**config.mk**
```make
export PLATFORM = sky130hd
export DESIGN_NAME = mem_arb_m
export DESIGN_NICKNAME = d
export VERILOG_FILES = /design/src/rtl/mem_arb_pkg.sv /design/src/rtl/mem_arb_m_rr_pick2.sv /design/src/rtl/mem_arb_m.sv
export SDC_FILE = /design/constraint.sdc
export NUM_CORES = 1
export LEC_CHECK = 0
export ABC_CLOCK_PERIOD_IN_PS = 4250
export CAP_MARGIN = 20
export CORE_MARGIN = 2
export CORE_UTILIZATION = 25
export CTS_CLUSTER_DIAMETER = 80
export DETAILED_ROUTE_END_ITERATION = 8
export SYNTH_ARGS = -nofsm -noshare
export SYNTH_HDL_FRONTEND = slang
export SYNTH_SLANG_ARGS = --single-unit
```
**constraint.sdc**
```tcl
create_clock -name clk -period 4.25 [get_ports clk]
set_input_delay 0.425 -clock clk [delete_from_list [all_inputs] [get_ports clk]]
set_output_delay 0.425 -clock clk [all_outputs]
set_load 0.05 [all_outputs]
```
**src/rtl/mem_arb_pkg.sv**
```systemverilog
// mem_arb_pkg: shared types and default sizes for the two-requester memory
// arbiter (mem_arb_m) and its round-robin picker (rr_pick2_m).
//   arb_state_e     : arbiter FSM state encoding
//   MEM_ARB_AW/DW   : default memory address / data widths
package mem_arb_pkg;

    typedef enum logic [1:0] {
        ARB_IDLE = 2'd0,
        ARB_RD   = 2'd1,
        ARB_WR   = 2'd2,
        ARB_ACK  = 2'd3
    } arb_state_e;

    localparam int MEM_ARB_AW = 5;
    localparam int MEM_ARB_DW = 8;

endpackage

```
**src/rtl/mem_arb_m_rr_pick2.sv**
```systemverilog
// rr_pick2_m: combinational two-way round-robin picker.
// Ports:
//   req_i   [1:0] request vector (bit N = requester N)
//   last_i        requester granted most recently
//   grant_o [1:0] one-hot grant, all zero when nothing is requested
//   owner_o       index of the granted requester (0 when nothing requested)
module rr_pick2_m (
    input  logic [1:0] req_i,
    input  logic       last_i,
    output logic [1:0] grant_o,
    output logic       owner_o
);

    always_comb begin
        grant_o = 2'b00;
        owner_o = 1'b0;
        case (req_i)
            2'b01: begin
                grant_o = 2'b01;
                owner_o = 1'b0;
            end
            2'b10: begin
                grant_o = 2'b10;
                owner_o = 1'b1;
            end
            2'b11: begin
                // Tie: the requester that did not win last time goes next.
                owner_o = ~last_i;
                grant_o = last_i ? 2'b01 : 2'b10;
            end
            default: begin
                grant_o = 2'b00;
                owner_o = 1'b0;
            end
        endcase
    end

endmodule

```
**src/rtl/mem_arb_m.sv**
```systemverilog
// mem_arb_m: arbitrates a single-port memory between requester 0 (CPU) and
// requester 1 (loader/DMA). Each transfer takes three cycles:
// grant (IDLE) -> access (RD or WR) -> ACK strobe.
// Handshake: a requester raises reqN with wrN/addrN/wdataN stable and holds
// them until ackN is high; it drops reqN on the clock edge that ends ackN.
// Operands are latched at grant, so dropping req early still completes.
// Ports:
//   clk, rst_            clock, asynchronous active-low reset
//   req/wr/addr/wdataN   per-requester transfer request and operands
//   ack0, ack1           one-cycle completion strobes
//   rdata                registered read data (valid with ack after a read)
//   busy                 high whenever the arbiter is not idle
//   mem_addr/mem_wdata   shared memory address/data (zero when not accessing)
//   mem_rd, mem_wr       memory read enable (async) / write enable (posedge)
//   mem_rdata            memory read data
//   dbg_state_o          current FSM state, for observation
module mem_arb_m
    import mem_arb_pkg::*;
#(
    parameter int AW = MEM_ARB_AW,
    parameter int DW = MEM_ARB_DW
) (
    input  logic          clk,
    input  logic          rst_,
    input  logic          req0,
    input  logic          req1,
    input  logic          wr0,
    input  logic          wr1,
    input  logic [AW-1:0] addr0,
    input  logic [AW-1:0] addr1,
    input  logic [DW-1:0] wdata0,
    input  logic [DW-1:0] wdata1,
    output logic          ack0,
    output logic          ack1,
    output logic [DW-1:0] rdata,
    output logic          busy,
    output logic [AW-1:0] mem_addr,
    output logic [DW-1:0] mem_wdata,
    output logic          mem_rd,
    output logic          mem_wr,
    input  logic [DW-1:0] mem_rdata,
    output logic [1:0]    dbg_state_o
);

    arb_state_e    state_q;
    logic          owner_q;
    logic          last_q;
    logic          wr_q;
    logic [AW-1:0] addr_q;
    logic [DW-1:0] wdata_q;
    logic [DW-1:0] rdata_q;

    logic [1:0]    grant;
    logic          pick_owner;

    rr_pick2_m u_pick (
        .req_i   ({req1, req0}),
        .last_i  (last_q),
        .grant_o (grant),
        .owner_o (pick_owner)
    );

    // last_q resets to 1 so the first tie after reset goes to requester 0.
    always_ff @(posedge clk or negedge rst_) begin
        if (!rst_) begin
            state_q <= ARB_IDLE;
            owner_q <= 1'b0;
            last_q  <= 1'b1;
            wr_q    <= 1'b0;
            addr_q  <= '0;
            wdata_q <= '0;
            rdata_q <= '0;
        end else begin
            case (state_q)
                ARB_IDLE: begin
                    if (|grant) begin
                        owner_q <= pick_owner;
                        last_q  <= pick_owner;
                        wr_q    <= pick_owner ? wr1 : wr0;
                        addr_q  <= pick_owner ? addr1 : addr0;
                        wdata_q <= pick_owner ? wdata1 : wdata0;
                        state_q <= (pick_owner ? wr1 : wr0) ? ARB_WR : ARB_RD;
                    end
                end
                ARB_RD: begin
                    rdata_q <= mem_rdata;
                    state_q <= ARB_ACK;
                end
                ARB_WR:  state_q <= ARB_ACK;
                ARB_ACK: state_q <= ARB_IDLE;
                default: state_q <= ARB_IDLE;
            endcase
        end
    end

    // Memory strobes are decoded straight from the state so an asynchronous
    // reset removes mem_wr before the next edge.
    always_comb begin
        ack0      = 1'b0;
        ack1      = 1'b0;
        mem_rd    = 1'b0;
        mem_wr    = 1'b0;
        mem_addr  = '0;
        mem_wdata = '0;
        busy      = (state_q != ARB_IDLE);
        unique case (state_q)
            ARB_IDLE: ;
            ARB_RD: begin
                mem_rd   = 1'b1;
                mem_addr = addr_q;
            end
            ARB_WR: begin
                mem_wr    = 1'b1;
                mem_addr  = addr_q;
                mem_wdata = wdata_q;
            end
            ARB_ACK: begin
                ack0 = ~owner_q;
                ack1 = owner_q;
            end
        endcase
    end

    assign rdata       = rdata_q;
    assign dbg_state_o = state_q;

endmodule

```
==> impl_metrics.tcl, run 1 <==
set metrics [dict create \
    nFillCells 516 \
    vias_per_cell 4.28 \
    fin_worst_skew_ps 5.23 \
    whs_ps 513 \
    multi_input_area_um2 574 \
    cts_buffer_depth 2 \
    remaining_drc_errors 0 \
    hold_path.startpoint "rdata[0]" \
    ys_seq_elements 25 \
    drv_slew 0 \
    vias 1122 \
    stdcell_count 262 \
    cts.repair.resized 0 \
    clk_latency_ps 270 \
    seq_area_um2 627 \
    fp-row-count 25 \
    core_area_um2 4820 \
    grt_pass1_wl_mm 4.92 \
    stdcell_area_um2 2020 \
    synth.cell_area_um2 1270 \
    ys_types 25 \
    power_density_nw_per_um2 895 \
    slew_headroom 0.415 \
    fp.dieW_um 75.4 \
    syn-num-nets 174 \
    finalNetCount 240 \
    drive_gt1_frac 0.0821 \
    hold_depth 1 \
    cp_data_arrival_time_ps 2140 \
    max_stage_delay_ps 810 \
    utilization 0.420 \
    finalSetupViolCount 0 \
    gp_congestion 0.729 \
    antennaDiodeCount 0 \
    ant_nets 0 \
    timing.rr.start "dbg_state_o[1]" \
    design.die.area_um2 5680 \
    cts_tree "built" \
    root_buffer "clkbuf_8" \
    cts_hold_buffers 0 \
    post-cts-setup-buffers 0 \
    pre_cts_ws_ps 1990 \
    ir_drop_mv 0.368 \
    dpl.hpwl_mm 2.33 \
    dr.first_iter.drc_count 35 \
    critical_path_class "flop to output pin" \
    io_pins 68 \
    tns_ps 0 \
    crit_path_start_kind "flop" \
    syn_area_per_cell_um2 9.80 \
    rsz0062_at_grt "no" \
    h-tree-depth 1 \
    hold_end "rdata[0]" \
    end_kind "output pin" \
    antenna_found_initial 0 \
    finalPower_mw 1.81 \
    cts_sinks 25 \
    grt_overflow 0 \
    dr.pass1.iters 4 \
    dp.cells 258 \
    cp_num_buf_inv 2 \
    grt_start_max_net_pins 28 \
    finalHoldViolations 0 \
    crit_required_ps 3830 \
    cp_max_fo 9 \
    cp_cell_sequence "inv_1, ha_1, and2_1, clkdlybuf4s50_1" \
    grt_pass1_vias 1071 \
    r2r_setup_slack_ps 2320 \
    hold_path.class "flop to flop" \
    period_needed_ps 2560 \
    path_delay_family "buffers and inverters" \
    initial_core_util 0.264 \
    r2r_cells 5 \
    die_height_um 75.4 \
    worst_slew_pin_slew_ps 877 \
    grt_usage 0.114 \
    synth_warnings 0 \
    outcome "complete, no violations" \
    path_clk_slew_ps 90 \
    leakage_nw 0.825 \
    io_buffers 67 \
    fin_crit_sh 0.602 \
    area_growth_pct 58.9 \
    setup_ws_ps 1690 \
    rr_endpoint "addr_q[4]" \
    synthesis.instances 130 \
    critical_path.slowest_cell "clkdlybuf4s50_1" \
    fmax_mhz 391 \
    yosysSeqAreaShare 0.492 \
    drv_cap 0 \
    wl_per_cell_um 12.2 \
    numCtsBuffers 3 \
    postPlaceCellArea_um2 1980 \
    routed_wl_mm 3.18 \
]
## layout by cell type, fill, tap and decap left out
cell and count:
o22ai_1 1, a31oi_1 14, a21boi_0 1, clkbuf_8 3, inv_1 4, o21a_1 1
buf_4 1, ha_1 4, o31ai_1 1, mux2_2 8, dfstp_2 1, clkdlybuf4s50_1 67
a21bo_2 1, dfrtp_1 24, and2_1 14, nor2b_1 3, a21oi_1 1, a21boi_4 1
a32oi_1 1, o311ai_0 1, nor2_1 13, nand2b_1 1, nand2_1 28, clkinv_2 1
## synth_stat cells
library cell	instances	area, um2
a21boi_4	1	18.8
o22ai_1	1	6.26
ha_1	4	50.1
and2_1	14	87.6
a32oi_1	1	8.76
inv_1	4	15.0
nand2_1	28	105
a31oi_1	14	87.6
dfrtp_1	24	601
buf_4	3	22.5
a21boi_0	1	7.51
clkbuf_2	1	5.00
o31ai_1	1	7.51
nand2b_1	1	6.26
clkbuf_1	1	3.75
a21oi_1	1	5.00
o311ai_0	1	8.76
buf_6	1	11.3
o21a_1	1	7.51
a21bo_2	1	10.0
mux2_2	8	90.1
nor2_1	13	48.8
nor2b_1	3	18.8
buf_8	1	15.0
dfstp_2	1	26.3
## registers in the layout, indices dropped and copies added, names as in the netlist
signal	count
addr_q	5
dbg_state_o	2
last_q	1
owner_q	1
rdata	8
wdata_q	8
## cells by family after synthesis
family,Yosys count,synth area share
and+or+nand+nor,59,0.209
DFF,25,0.492
AOI/OAI and AO/OA,23,0.132
buffers and inverters,11,0.0570
muxes,8,0.0707
adders and majority gates,4,0.0393
## worst max-delay path by stage
stage	to	cells after the start	slack [ps]	start
detailed placement	mem_wdata[2]	4	1990	dbg_state_o[0]
global placement	mem_addr[4]	4	2010	dbg_state_o[1]
global route	mem_wdata[2]	4	1560	dbg_state_o[0]
floorplan	mem_wdata[0]	2	2010	dbg_state_o[1]
finish	mem_wdata[6]	4	1690	dbg_state_o[0]
CTS	mem_addr[4]	4	1650	dbg_state_o[1]
## layout make-up
cell class              count  share of cell area
flip-flops and latches     25               0.310
repair buffers             68               0.335
clock inverters             1             0.00247
multi-input cells          94               0.284
well taps                  67              0.0414
inverters                   4             0.00742
clock buffers               3              0.0204
## layer usage
layer	global-route usage	wire length, um	vias up
li1	-	-	566
met1	0.141	1430	509
met2	0.192	1470	45
met3	0.0370	269	2
met4	0.0312	17	0
met5	0	0	-
## worst reg2reg max path, delay by kind of cell (launching register included)
family                   cells  cell delay, ps
flip-flops                   1             440
AND/OR/NAND/NOR              1             110
AO/OA/AOI/OAI                2             910
adder cells (fa/ha/maj)      1             290
buffers and inverters        1             100
## report_power, final
group / switching [mW] / internal [mW]
clock network: 0.0745 / 0.0655
logic: 0.788 / 0.448
registers: 0.0705 / 0.365
(Power assumes the default switching activity.)
==> run 2, diff against run 1 <==
--- a/config.mk
+++ b/config.mk
@@ -5,7 +5,7 @@
 export SDC_FILE = /design/constraint.sdc
 export NUM_CORES = 1
 export LEC_CHECK = 0
-export ABC_CLOCK_PERIOD_IN_PS = 4250
+export ABC_CLOCK_PERIOD_IN_PS = 2400
 export CAP_MARGIN = 20
 export CORE_MARGIN = 2
 export CORE_UTILIZATION = 25
==> constraint.sdc (replaced) <==
create_clock -name clk -period 2.4 [get_ports clk]
set_input_delay 0.24 -clock clk [delete_from_list [all_inputs] [get_ports clk]]
set_output_delay 0.24 -clock clk [all_outputs]
set_load 0.05 [all_outputs]
==> impl_metrics.tcl, run 2 (synthesis results as in run 1) <==
set metrics [dict create \
    outcome "complete, no violations" \
    h-tree-depth 1 \
    numCtsBuffers 3 \
    vias_per_cell 4.25 \
    finalPower_mw 3.19 \
    layout_commonest_cell "clkdlybuf4s50_1" \
    gp_congestion 0.792 \
    dr.first_iter.drc_count 49 \
    root_buffer "clkbuf_8" \
    cts_sinks 25 \
    final_cell_mix "clkdlybuf4s50_1 (54), nand2_1 (28), dfrtp_1 (24)" \
    worst_path_most_repeated_cell "inv_1" \
    worst_slew_pin_slew_ps 506 \
    routed_wl_mm 3.09 \
    finalHoldViolations 0 \
    antennaDiodeCount 0 \
    path_clk_slew_ps 90 \
    critical_path.slowest_cell "clkdlybuf4s50_1" \
    cts_tree "built" \
    end_kind "output pin" \
    crit_path_start_kind "flop" \
    period_needed_ps 2230 \
    drv_cap 0 \
    cts_hold_buffers 0 \
    core_area_um2 4820 \
    cp_max_fo 8 \
    utilization 0.418 \
    ir_drop_mv 0.603 \
    max_stage_delay_ps 810 \
    nFillCells 508 \
    power_density_nw_per_um2 1580 \
    cp_cell_sequence "inv_1, ha_1, inv_1, clkdlybuf4s50_1" \
    fmax_mhz 448 \
    stdcell_area_um2 2010 \
    grt_start_max_net_pins 28 \
    io_pins 68 \
    fin_worst_skew_ps 1.23 \
    cts_buffer_depth 2 \
    crit_required_ps 2160 \
    hold_path.class "input port to asynchronous set/reset pin" \
    cts.repair.resized 0 \
    fp-row-count 25 \
    grt_pass1_wl_mm 4.84 \
    dr.pass1.iters 2 \
    ant_nets 0 \
    area_growth_pct 58.2 \
    die_height_um 75.4 \
    remaining_drc_errors 0 \
    leakage_nw 0.861 \
    antenna_found_initial 0 \
    critical_path_class "flop to output pin" \
    dpl.hpwl_mm 2.28 \
    post-cts-setup-buffers 0 \
    grt_pass1_vias 1039 \
    finalSetupViolCount 0 \
    fin_crit_sh 0.931 \
    wl_per_cell_um 11.6 \
    slew_headroom 0.662 \
    clk_latency_ps 260 \
    grt_usage 0.112 \
    tns_ps 0 \
    rsz0062_at_grt "no" \
    initial_core_util 0.264 \
    whs_ps 346 \
    r2r_cells 6 \
    fp.dieW_um 75.4 \
    cp_data_arrival_time_ps 1990 \
    vias 1125 \
    drive_gt1_frac 0.162 \
    io_buffers 67 \
    finalNetCount 243 \
    postPlaceCellArea_um2 1970 \
    design.die.area_um2 5680 \
    grt_overflow 0 \
    drv_slew 0 \
]
-- run 2: changes by cell type in the layout (fill, tap and decap cells not counted) --
cell,previous run,this run
buf_4,1,17
clkdlybuf4s50_1,67,54
-- run 2: worst max-delay path: cells and delay by family (launching register included) --
family	cells	cell delay, ps
buffers and inverters	3	1020
adders and majority gates	1	290
DFF	1	410
-- run 2: per-stage QoR --
step | instances | worst slack [ps]
6_report | 265 | 166
3_3_place_gp | 261 | 494
4_1_cts | 265 | 138
5_1_grt | 265 | 67.3
2_1_floorplan | 130 | 341
3_5_place_dp | 261 | 445
-- run 2: layer usage --
| layer | part of all wire | vias to the layer above | GRT usage |
|---|---|---|---|
| li1 | - | 574 | - |
| met1 | 0.48 | 508 | 0.150 |
| met2 | 0.44 | 41 | 0.179 |
| met3 | 0.081 | 2 | 0.0370 |
| met4 | 0.0055 | 0 | 0.0234 |
| met5 | 0 | - | 0 |
-- run 2: report_power, final --
part           switching (mW)  internal (mW)  leakage [nW]
registers               0.117          0.646         0.286
clock network           0.133          0.116        0.0255
logic                    1.41          0.773         0.550
total                    1.66           1.54         0.861
-- run 2: final timing paths --
path / startpoint / endpoint / slack (ps)
worst max-delay path: dbg_state_o[0] / busy / 170
worst min-delay path: rst_ / owner_q / 350
worst max register to register: dbg_state_o[0] / wdata_q[3] / 860
worst min register to register: rdata[0] / rdata[0] / 510
max in group asynchronous: rst_ / last_q / 1760
min in group clk: rdata[0] / rdata[0] / 510
-- run 2: final cells by class --
type / instances / area, um2 / area share
Multi-Input combinational cell: 94 / 574 / 0.285
Clock inverter: 1 / 5.00 / 0.00248
Sequential cell: 25 / 627 / 0.311
Inverter: 4 / 15.0 / 0.00745
Tap cell: 67 / 83.8 / 0.0416
Timing Repair Buffer: 71 / 668 / 0.332
Clock buffer: 3 / 41.3 / 0.0205
==> run 3, diff against run 2 <==
--- a/config.mk
+++ b/config.mk
@@ -7,7 +7,6 @@
 export LEC_CHECK = 0
 export ABC_CLOCK_PERIOD_IN_PS = 2400
 export CAP_MARGIN = 20
-export CORE_MARGIN = 2
 export CORE_UTILIZATION = 25
 export CTS_CLUSTER_DIAMETER = 80
 export DETAILED_ROUTE_END_ITERATION = 8
==> impl_metrics.tcl, run 3 (synthesis results as in run 1) <==
set metrics [dict create \
    tns_ps 0 \
    antenna_found_initial 0 \
    cts_buffer_depth 2 \
    routed_wl_mm 2.98 \
    fin_worst_skew_ps 0.968 \
    cts_sinks 25 \
    cts.repair.resized 0 \
    io_buffers 67 \
    drive_gt1_frac 0.157 \
    critical_path_class "flop to output pin" \
    vias 1120 \
    crit_path_start_kind "flop" \
    fmax_mhz 446 \
    cts_hold_buffers 0 \
    slew_headroom 0.665 \
    worst_path_most_repeated_cell "inv_1" \
    root_buffer "clkbuf_8" \
    cp_data_arrival_time_ps 2000 \
    wl_per_cell_um 11.3 \
    leakage_nw 0.856 \
    finalHoldViolations 0 \
    post-cts-setup-buffers 0 \
    drv_slew 0 \
    clk_latency_ps 270 \
    drv_cap 0 \
    layout_commonest_cell "clkdlybuf4s50_1" \
    dr.pass1.iters 4 \
    dr.first_iter.drc_count 40 \
    core_area_um2 4820 \
    grt_start_max_net_pins 28 \
    antennaDiodeCount 0 \
    worst_slew_pin_slew_ps 502 \
    ant_nets 0 \
    cp_cell_sequence "inv_1, ha_1, inv_1, clkdlybuf4s50_1" \
    cp_max_fo 8 \
    finalSetupViolCount 0 \
    period_needed_ps 2240 \
    max_stage_delay_ps 810 \
    remaining_drc_errors 0 \
    end_kind "output pin" \
    die_height_um 73.4 \
    h-tree-depth 1 \
    design.die.area_um2 5380 \
    grt_overflow 0 \
    fin_crit_sh 0.934 \
    cp_num_buf_inv 3 \
    numCtsBuffers 3 \
    rsz0062_at_grt "no" \
    final_cell_mix "clkdlybuf4s50_1 (54), nand2_1 (28), dfrtp_1 (24)" \
    outcome "complete, no violations" \
    setup_ws_ps 158 \
    path_delay_family "buffers and inverters" \
    fp-row-count 25 \
    hold_path.class "input port to asynchronous set/reset pin" \
    initial_core_util 0.264 \
    pre_cts_ws_ps 439 \
    io_pins 68 \
    grt_usage 0.120 \
    fp.dieW_um 73.4 \
    grt_pass1_wl_mm 5.01 \
    grt_pass1_vias 1080 \
    path_clk_slew_ps 90 \
    finalNetCount 242 \
    gp_congestion 0.724 \
    crit_required_ps 2160 \
    dpl.hpwl_mm 2.22 \
    power_density_nw_per_um2 1580 \
    ir_drop_mv 0.474 \
    critical_path.slowest_cell "clkdlybuf4s50_1" \
    vias_per_cell 4.24 \
    cts_tree "built" \
    area_growth_pct 57.6 \
]
[run 3: cell type report]
class	count	area (um2)
Sequential cell	25	627
Clock buffer	3	41.3
Fill cell	527	2810
Tap cell	67	83.8
Inverter	4	15.0
Timing Repair Buffer	70	661
Multi-Input combinational cell	94	574
Clock inverter	1	5.00
[run 3: worst paths after layout]
| check | slack (ps) | depth (start not counted) | from | to |
|---|---|---|---|---|
| max reg2reg | 830 | 6 | dbg_state_o[1] | wdata_q[5] |
| max in group asynchronous | 1780 | 2 | rst_ | last_q |
| max | 160 | 4 | dbg_state_o[0] | busy |
| min | 330 | 2 | rst_ | rdata[0] |
| min in group clk | 510 | 1 | rdata[2] | rdata[2] |
| min reg2reg | 510 | 1 | rdata[2] | rdata[2] |
[run 3: stage by stage]
step | utilization | power, mW | hold slack [ps] | area (um2) | instances
4_1_cts | 0.417 | 3.23 | 329 | 2010 | 264
3_5_place_dp | 0.407 | 2.97 | 494 | 1960 | 260
5_1_grt | 0.417 | 3.39 | 357 | 2010 | 264
6_report | 0.417 | 3.17 | 328 | 2010 | 264
2_1_floorplan | - | 2.32 | -55.6 | 1270 | 130
3_3_place_gp | 0.407 | 2.95 | 488 | 1960 | 260
[run 3: where the power goes]
part	switching (mW)	total (mW)	internal [mW]
combinational	1.39	2.15	0.762
sequential	0.123	0.769	0.647
clock	0.136	0.253	0.116
total	1.65	3.17	1.53
[run 3: layer usage]
metal	GRT usage	vias to the layer above	routed length, um
li1	-	570	-
met1	0.159	507	1310
met2	0.197	41	1460
met3	0.0398	2	204
met4	0.0128	0	7
met5	0	-	0
